==> src/rtl/pll_phase_ctrl.sv <==
// Sequencer for PLL dynamic phase shifting: sel/dir setup, step strobes, settle gaps, final load pulse.
// Optional per-output signed step accumulator, enabled by defining PLL_PHASE_CTRL_ACCUM_EN.
module pll_phase_ctrl #(
    parameter int PULSE_CYCLES  = 4,
    parameter int SETTLE_CYCLES = 16,
    parameter int LOCK_FILTER   = 8
) (
    input  logic        clock,
    input  logic        reset_n,
    input  logic        pll_locked,
    input  logic        req_valid,
    output logic        req_ready,
    input  logic [1:0]  req_sel,
    input  logic        req_dir,
    input  logic [7:0]  req_steps,
    output logic [1:0]  phasesel,
    output logic        phasedir,
    output logic        phasestep,
    output logic        phaseloadreg,
    output logic        busy,
    output logic        done,
    output logic        err,
    output logic        lock_ok,
    output logic [31:0] phase_acc
);

    localparam int MAX_CYC = (PULSE_CYCLES > SETTLE_CYCLES) ? PULSE_CYCLES : SETTLE_CYCLES;
    localparam int CW      = $clog2(MAX_CYC + 1);
    localparam int FW      = $clog2(LOCK_FILTER + 1);

    localparam logic [CW-1:0] PULSE_LAST  = CW'(PULSE_CYCLES - 1);
    localparam logic [CW-1:0] SETTLE_LAST = CW'(SETTLE_CYCLES - 1);
    localparam logic [FW-1:0] FILT_LAST   = FW'(LOCK_FILTER - 1);

    typedef enum logic [2:0] {
        IDLE, SETUP, STROBE, SETTLE, LOAD, FINISH
    } state_e;

    state_e        state_q, state_d;
    logic [CW-1:0] cnt_q, cnt_d;
    logic [7:0]    rem_q, rem_d;
    logic [1:0]    sel_q, sel_d;
    logic          dir_q, dir_d;
    logic          err_q, err_d;

    logic          sync1_q, sync2_q;
    logic [FW-1:0] filt_q, filt_d;
    logic          lock_ok_q, lock_ok_d;

    // Lock qualifier: count consecutive synchronized-high clocks, drop on the first low one.
    always_comb begin
        // NOTE: every combinational output gets a default first so no path can infer a latch.
        filt_d    = '0;
        lock_ok_d = 1'b0;
        if (sync2_q) begin
            filt_d    = (filt_q == FILT_LAST) ? filt_q : filt_q + 1'b1;
            lock_ok_d = (filt_q == FILT_LAST);
        end
    end

    always_ff @(posedge clock or negedge reset_n) begin
        if (!reset_n) begin
            sync1_q   <= 1'b0;
            sync2_q   <= 1'b0;
            filt_q    <= '0;
            lock_ok_q <= 1'b0;
            state_q   <= IDLE;
            cnt_q     <= '0;
            rem_q     <= '0;
            sel_q     <= '0;
            dir_q     <= 1'b0;
            err_q     <= 1'b0;
        end else begin
            // NOTE: non-blocking assignments so sync1 -> sync2 really forms two flop stages.
            sync1_q   <= pll_locked;
            sync2_q   <= sync1_q;
            filt_q    <= filt_d;
            lock_ok_q <= lock_ok_d;
            state_q   <= state_d;
            cnt_q     <= cnt_d;
            rem_q     <= rem_d;
            sel_q     <= sel_d;
            dir_q     <= dir_d;
            err_q     <= err_d;
        end
    end

    always_comb begin
        state_d = state_q;
        cnt_d   = cnt_q;
        rem_d   = rem_q;
        sel_d   = sel_q;
        dir_d   = dir_q;
        err_d   = err_q;

        // Losing lock mid-sequence abandons the remaining steps but still reports completion.
        if (state_q != IDLE && !lock_ok_q) begin
            err_d   = 1'b1;
            cnt_d   = '0;
            state_d = (state_q == FINISH) ? IDLE : FINISH;
        end else begin
            unique case (state_q)
                IDLE: begin
                    if (req_valid && lock_ok_q) begin
                        sel_d   = req_sel;
                        dir_d   = req_dir;
                        rem_d   = req_steps;
                        err_d   = 1'b0;
                        cnt_d   = '0;
                        state_d = (req_steps == 8'd0) ? FINISH : SETUP;
                    end
                end
                SETUP: begin
                    cnt_d = cnt_q + 1'b1;
                    if (cnt_q == PULSE_LAST) begin
                        cnt_d   = '0;
                        state_d = STROBE;
                    end
                end
                STROBE: begin
                    cnt_d = cnt_q + 1'b1;
                    if (cnt_q == PULSE_LAST) begin
                        cnt_d   = '0;
                        state_d = SETTLE;
                    end
                end
                SETTLE: begin
                    cnt_d = cnt_q + 1'b1;
                    if (cnt_q == SETTLE_LAST) begin
                        cnt_d   = '0;
                        rem_d   = rem_q - 8'd1;
                        state_d = (rem_q == 8'd1) ? LOAD : STROBE;
                    end
                end
                LOAD: begin
                    cnt_d = cnt_q + 1'b1;
                    if (cnt_q == PULSE_LAST) begin
                        cnt_d   = '0;
                        state_d = FINISH;
                    end
                end
                FINISH:  state_d = IDLE;
                default: state_d = IDLE;
            endcase
        end
    end

    // Strobes are gated by lock_ok so a lock loss releases them one clock before the FSM aborts.
    always_comb begin
        req_ready    = (state_q == IDLE) && lock_ok_q;
        busy         = (state_q != IDLE);
        done         = (state_q == FINISH);
        phasestep    = !((state_q == STROBE) && lock_ok_q);
        phaseloadreg = !((state_q == LOAD) && lock_ok_q);
    end

    assign phasesel = sel_q;
    assign phasedir = dir_q;
    assign err      = err_q;
    assign lock_ok  = lock_ok_q;

`ifdef PLL_PHASE_CTRL_ACCUM_EN
    logic [7:0] acc_q [4];
    logic       step_done;

    // A strobe counts only when it runs its full width with lock still held.
    assign step_done = (state_q == STROBE) && (cnt_q == PULSE_LAST) && lock_ok_q;

    always_ff @(posedge clock or negedge reset_n) begin
        if (!reset_n) begin
            // NOTE: this small array must come up at zero, so it is reset like ordinary flops.
            for (int i = 0; i < 4; i++) acc_q[i] <= '0;
        end else if (step_done) begin
            acc_q[sel_q] <= acc_q[sel_q] + (dir_q ? 8'h01 : 8'hFF);
        end
    end

    assign phase_acc = {acc_q[3], acc_q[2], acc_q[1], acc_q[0]};
`else
    assign phase_acc = '0;
`endif

endmodule

==> config.mk <==
export PLATFORM = sky130hd
export DESIGN_NAME = pll_phase_ctrl
export DESIGN_NICKNAME = d
export VERILOG_FILES = /design/src/rtl/pll_phase_ctrl.sv
export SDC_FILE = /design/constraint.sdc
export NUM_CORES = 1
export LEC_CHECK = 0
export ABC_AREA = 1
export BUFFER_PORTS_ARGS = -buffer_cell sky130_fd_sc_hd__buf_4
export CAP_MARGIN = 30
export CORE_MARGIN = 2
export CORE_UTILIZATION = 35
export CTS_BUF_LIST = sky130_fd_sc_hd__clkbuf_4 sky130_fd_sc_hd__clkbuf_8
export DETAILED_ROUTE_END_ITERATION = 7
export MAX_ROUTING_LAYER = met4
export PLACE_DENSITY_LB_ADDON = 0.1
export SETUP_SLACK_MARGIN = 0.2
export SLEW_MARGIN = 20
export SYNTH_ARGS = -nofsm -noshare
export SYNTH_HDL_FRONTEND = slang
export SYNTH_SLANG_ARGS = --single-unit
==> constraint.sdc <==
create_clock -name clock -period 1.8 [get_ports clock]
set_clock_uncertainty 0.2 [all_clocks]
set_input_delay 0.18 -clock clock [delete_from_list [all_inputs] [get_ports clock]]
set_output_delay 0.18 -clock clock [all_outputs]
set_load 0.005 [all_outputs]
==> reports/metrics.csv <==
stage;metric;value;unit
outcome;status;finished clean;
sta;setup_viol;0;
placement;placed_area;2180;µm²
yosys;syn-cell-area;1960;µm²
finish;layout.nets;337;
sta;hold_viol;0;
setup_path;crit_required;1.83;ns
grt;overflow;0;
yosys;synth_area_per_cell;7.47;µm²
finish;fillers;546;
routing;drtIter0Drc;152;
setup_path;timing.rr.end;rem_q[7];
floorplanning;start_util;0.359;
finish;stdcell_area;2510;µm²
grt;grt.total_usage;0.145;
grt;met2_usage;0.234;
floorplanning;die_area;6230;µm²
yosys;ys.flop_type;dfrtp_1;
finish;drive_gt1_frac;0.292;
routing;drt-total-wl;4290;µm
finish;antenna_cells;0;
yosys;netlist.area_leader.share;0.344;
clock_network;cts_sinks;27;
floorplanning;row_count;27;
sta;drv_slew;0;
clock_network;tritoncts;done;
power_and_ir_drop;clkPwrFrac;0.135;
power_and_ir_drop;powerDensity;1070;nW/µm²
yosys;ys_async_sr_fraction;1.00;
routing;num_vias;1716;
yosys;postSynthCellCount;263;
setup_path;critPathArrivalTime;1.75;ns
power_and_ir_drop;swShare;0.461;
clock_network;clk_latency;0.28;ns
yosys;ys_ff_latch;27;
finish;mostFrequentLayoutCell;nand2_1;
clock_network;path_clk_slew;0.10;ns
setup_path;start_kind;register;
hold_path;hold_depth;5;
power_and_ir_drop;p_leak;1.24;nW
setup_path;r2r_start;cnt_q[0];
power_and_ir_drop;vdd_drop_max;0.486;mV
sta;period_minus_slack;1.73;ns
routing;drc;0;
floorplanning;fp.dieW;78.9;µm
setup_path;worstSetupEndpointType;register;
placement;dp_worst_setup_slack;0.00990;ns
grt;grt_pass1_wl;7120;µm
clock_network;clockRootBuffer;clkbuf_8;
grt;grt_util_met3;0.0273;
floorplanning;pin_count;57;
power_and_ir_drop;total_power;2.68;mW
yosys;seq_area_frac_synth;0.344;
job;cap_violations;0;
clock_network;clk_path_buf_depth;2;
sta;setup_slack;0.0714;ns
floorplanning;coreArea;5470;µm²
power_and_ir_drop;seq_power_share;0.322;
grt;grt_most_used_layer;met2;
yosys;yosys.area.top_type;dfrtp_1;
power_and_ir_drop;power.switching;1.24;mW
grt;grt_use_met1;0.194;
clock_network;cts_inserted_buffers;3;
setup_path;r2r_setup_slack;0.07;ns
clock_network;htree_levels;1;
placement;hpwl;3060;µm
hold_path;min_from;req_steps[7];
finish;final_cell_mix;69 x nand2_1, 38 x buf_4, 32 x conb_1;
yosys;synth_edf_count;0;
grt;antenna_found_initial;0;
yosys;yosys_warnings;0;
routing;viasPerCell;4.43;
sta;fin_crit_sh;0.960;
placement;gp_congestion;0.823;
setup_path;reg2regPathDepth;12;
routing;drt-pass1-iter-count;4;
hold_path;hold_path_class;input port to register;
setup_path;critPathMaxFanout;7;
placement;numPortBuffers;24;
finish;area_growth;27.7;%
grt;grt_pass1_vias;1585;
routing;detail-route-antenna-nets;0;
hold_path;min_to;rem_q[7];
routing;wl_per_cell;11.1;µm
power_and_ir_drop;p_int;1.45;mW
power_and_ir_drop;comb_power_share;0.542;
yosys;ys_types;33;
sta;fmax;0.578;GHz
setup_path;critPathKind;register to register;
sta;grt_setup_unrepaired;true;
yosys;synth.area.top_cells;dfrtp_1 34%, nand2_1 14%, buf_4 12%;
grt;grt_max_degree;28;
floorplanning;die_h;78.9;µm
-- cells by family (layout without fill, tap and decap cells) --
logic type	Yosys count	in the layout	share of synthesized area
other	1	32	0.00191
DFF	27	27	0.344
buffers and inverters	64	84	0.192
AOI/OAI and AO/OA	31	31	0.104
and+or+nand+nor	132	133	0.311
xor gates and xnor gates	2	2	0.00892
adders and majority gates	6	6	0.0382
-- final cells by class --
type	instances	area, µm²	share of cell area
Clock buffer	3	41.3	0.0165
Clock inverter	1	7.51	0.00299
Inverter	28	113	0.0449
Multi-Input combinational cell	204	1140	0.456
Sequential cell	27	679	0.271
Tap cell	72	90.1	0.0359
Timing Repair Buffer	52	433	0.173
-- state kept, by name (all words and copies together), names as in the netlist --
signal    count
err           1
sync1_q       1
phasedir      1
rem_q         8
phasesel      2
sync2_q       1
state_q       3
lock_ok       1
cnt_q         5
filt_q        4
-- Yosys cell counts, types with 2 or more instances --
library cell,instances
nand3_1,22
inv_1,24
o211ai_1,3
o21ai_1,7
buf_2,3
nand4_1,2
ha_1,6
inv_2,2
dfrtp_1,27
nor2_4,2
nand2_8,2
o21ai_0,9
o22ai_2,2
a21oi_1,4
buf_4,32
nand2_2,2
nand2_1,75
inv_4,2
nor2_1,22
xor2_1,2
-- through the flow --
stage	setup TNS [ns]	hold WS, ns	utilization	instances
after floorplan	0	-0.316	-	294
after global placement	0	-0.0754	0.398	364
after detailed placement	0	-0.0696	0.398	364
after CTS	0	0.0247	0.434	381
after global routing	-0.0753	0.0321	0.458	387
final	0	0.0196	0.458	387
-- repair_timing --
action                                 in CTS  in global routing
pin swaps                                   8                 17
setup buffers                               4                  6
gates cloned                                1                  0
hold buffers                                8                  0
setup endpoints to repair                  17                 26
gates resized for setup                     5                 29
endpoints found under the hold margin      34                  0
-- worst max-delay path by stage --
| stage | from | to | slack (ns) | depth (start not counted) |
|---|---|---|---|---|
| after floorplan | cnt_q[0] | rem_q[3] | 0.12 | 11 |
| after global placement | cnt_q[1] | rem_q[7] | 0.04 | 12 |
| after detailed placement | cnt_q[1] | rem_q[7] | 0.01 | 12 |
| after CTS | cnt_q[0] | rem_q[7] | 0.06 | 12 |
| after global routing | cnt_q[0] | rem_q[7] | -0.04 | 12 |
| final | cnt_q[0] | rem_q[7] | 0.07 | 12 |
-- metal layers --
metal | vias to the layer above | routed length, µm
li1 | 881 | -
met1 | 777 | 2000
met2 | 54 | 2050
met3 | 4 | 194
met4 | 0 | 46
met5 | - | 0
-- power by group through the flow --
stage | Combinational, mW | Sequential, mW | Clock, mW
final | 1.46 | 0.865 | 0.363
after global routing | 1.63 | 0.889 | 0.407
after CTS | 1.37 | 0.854 | 0.385
after detailed placement | 1.27 | 0.866 | 0
after global placement | 1.27 | 0.871 | 0
after floorplan | 1.02 | 0.841 | 0
-- critical path, cell delays in order, from the launching register on --
cell     delay [ns]
dfrtp_1        0.37
ha_2           0.20
nand3_2        0.09
inv_2          0.08
ha_4           0.13
inv_4          0.04
nand2_4        0.07
nand2_4        0.08
nor2_8         0.16
inv_2          0.06
nor2_1         0.10
nand2_1        0.05
nand2_1        0.05
Note: power is estimated with default switching activity, not from simulation.
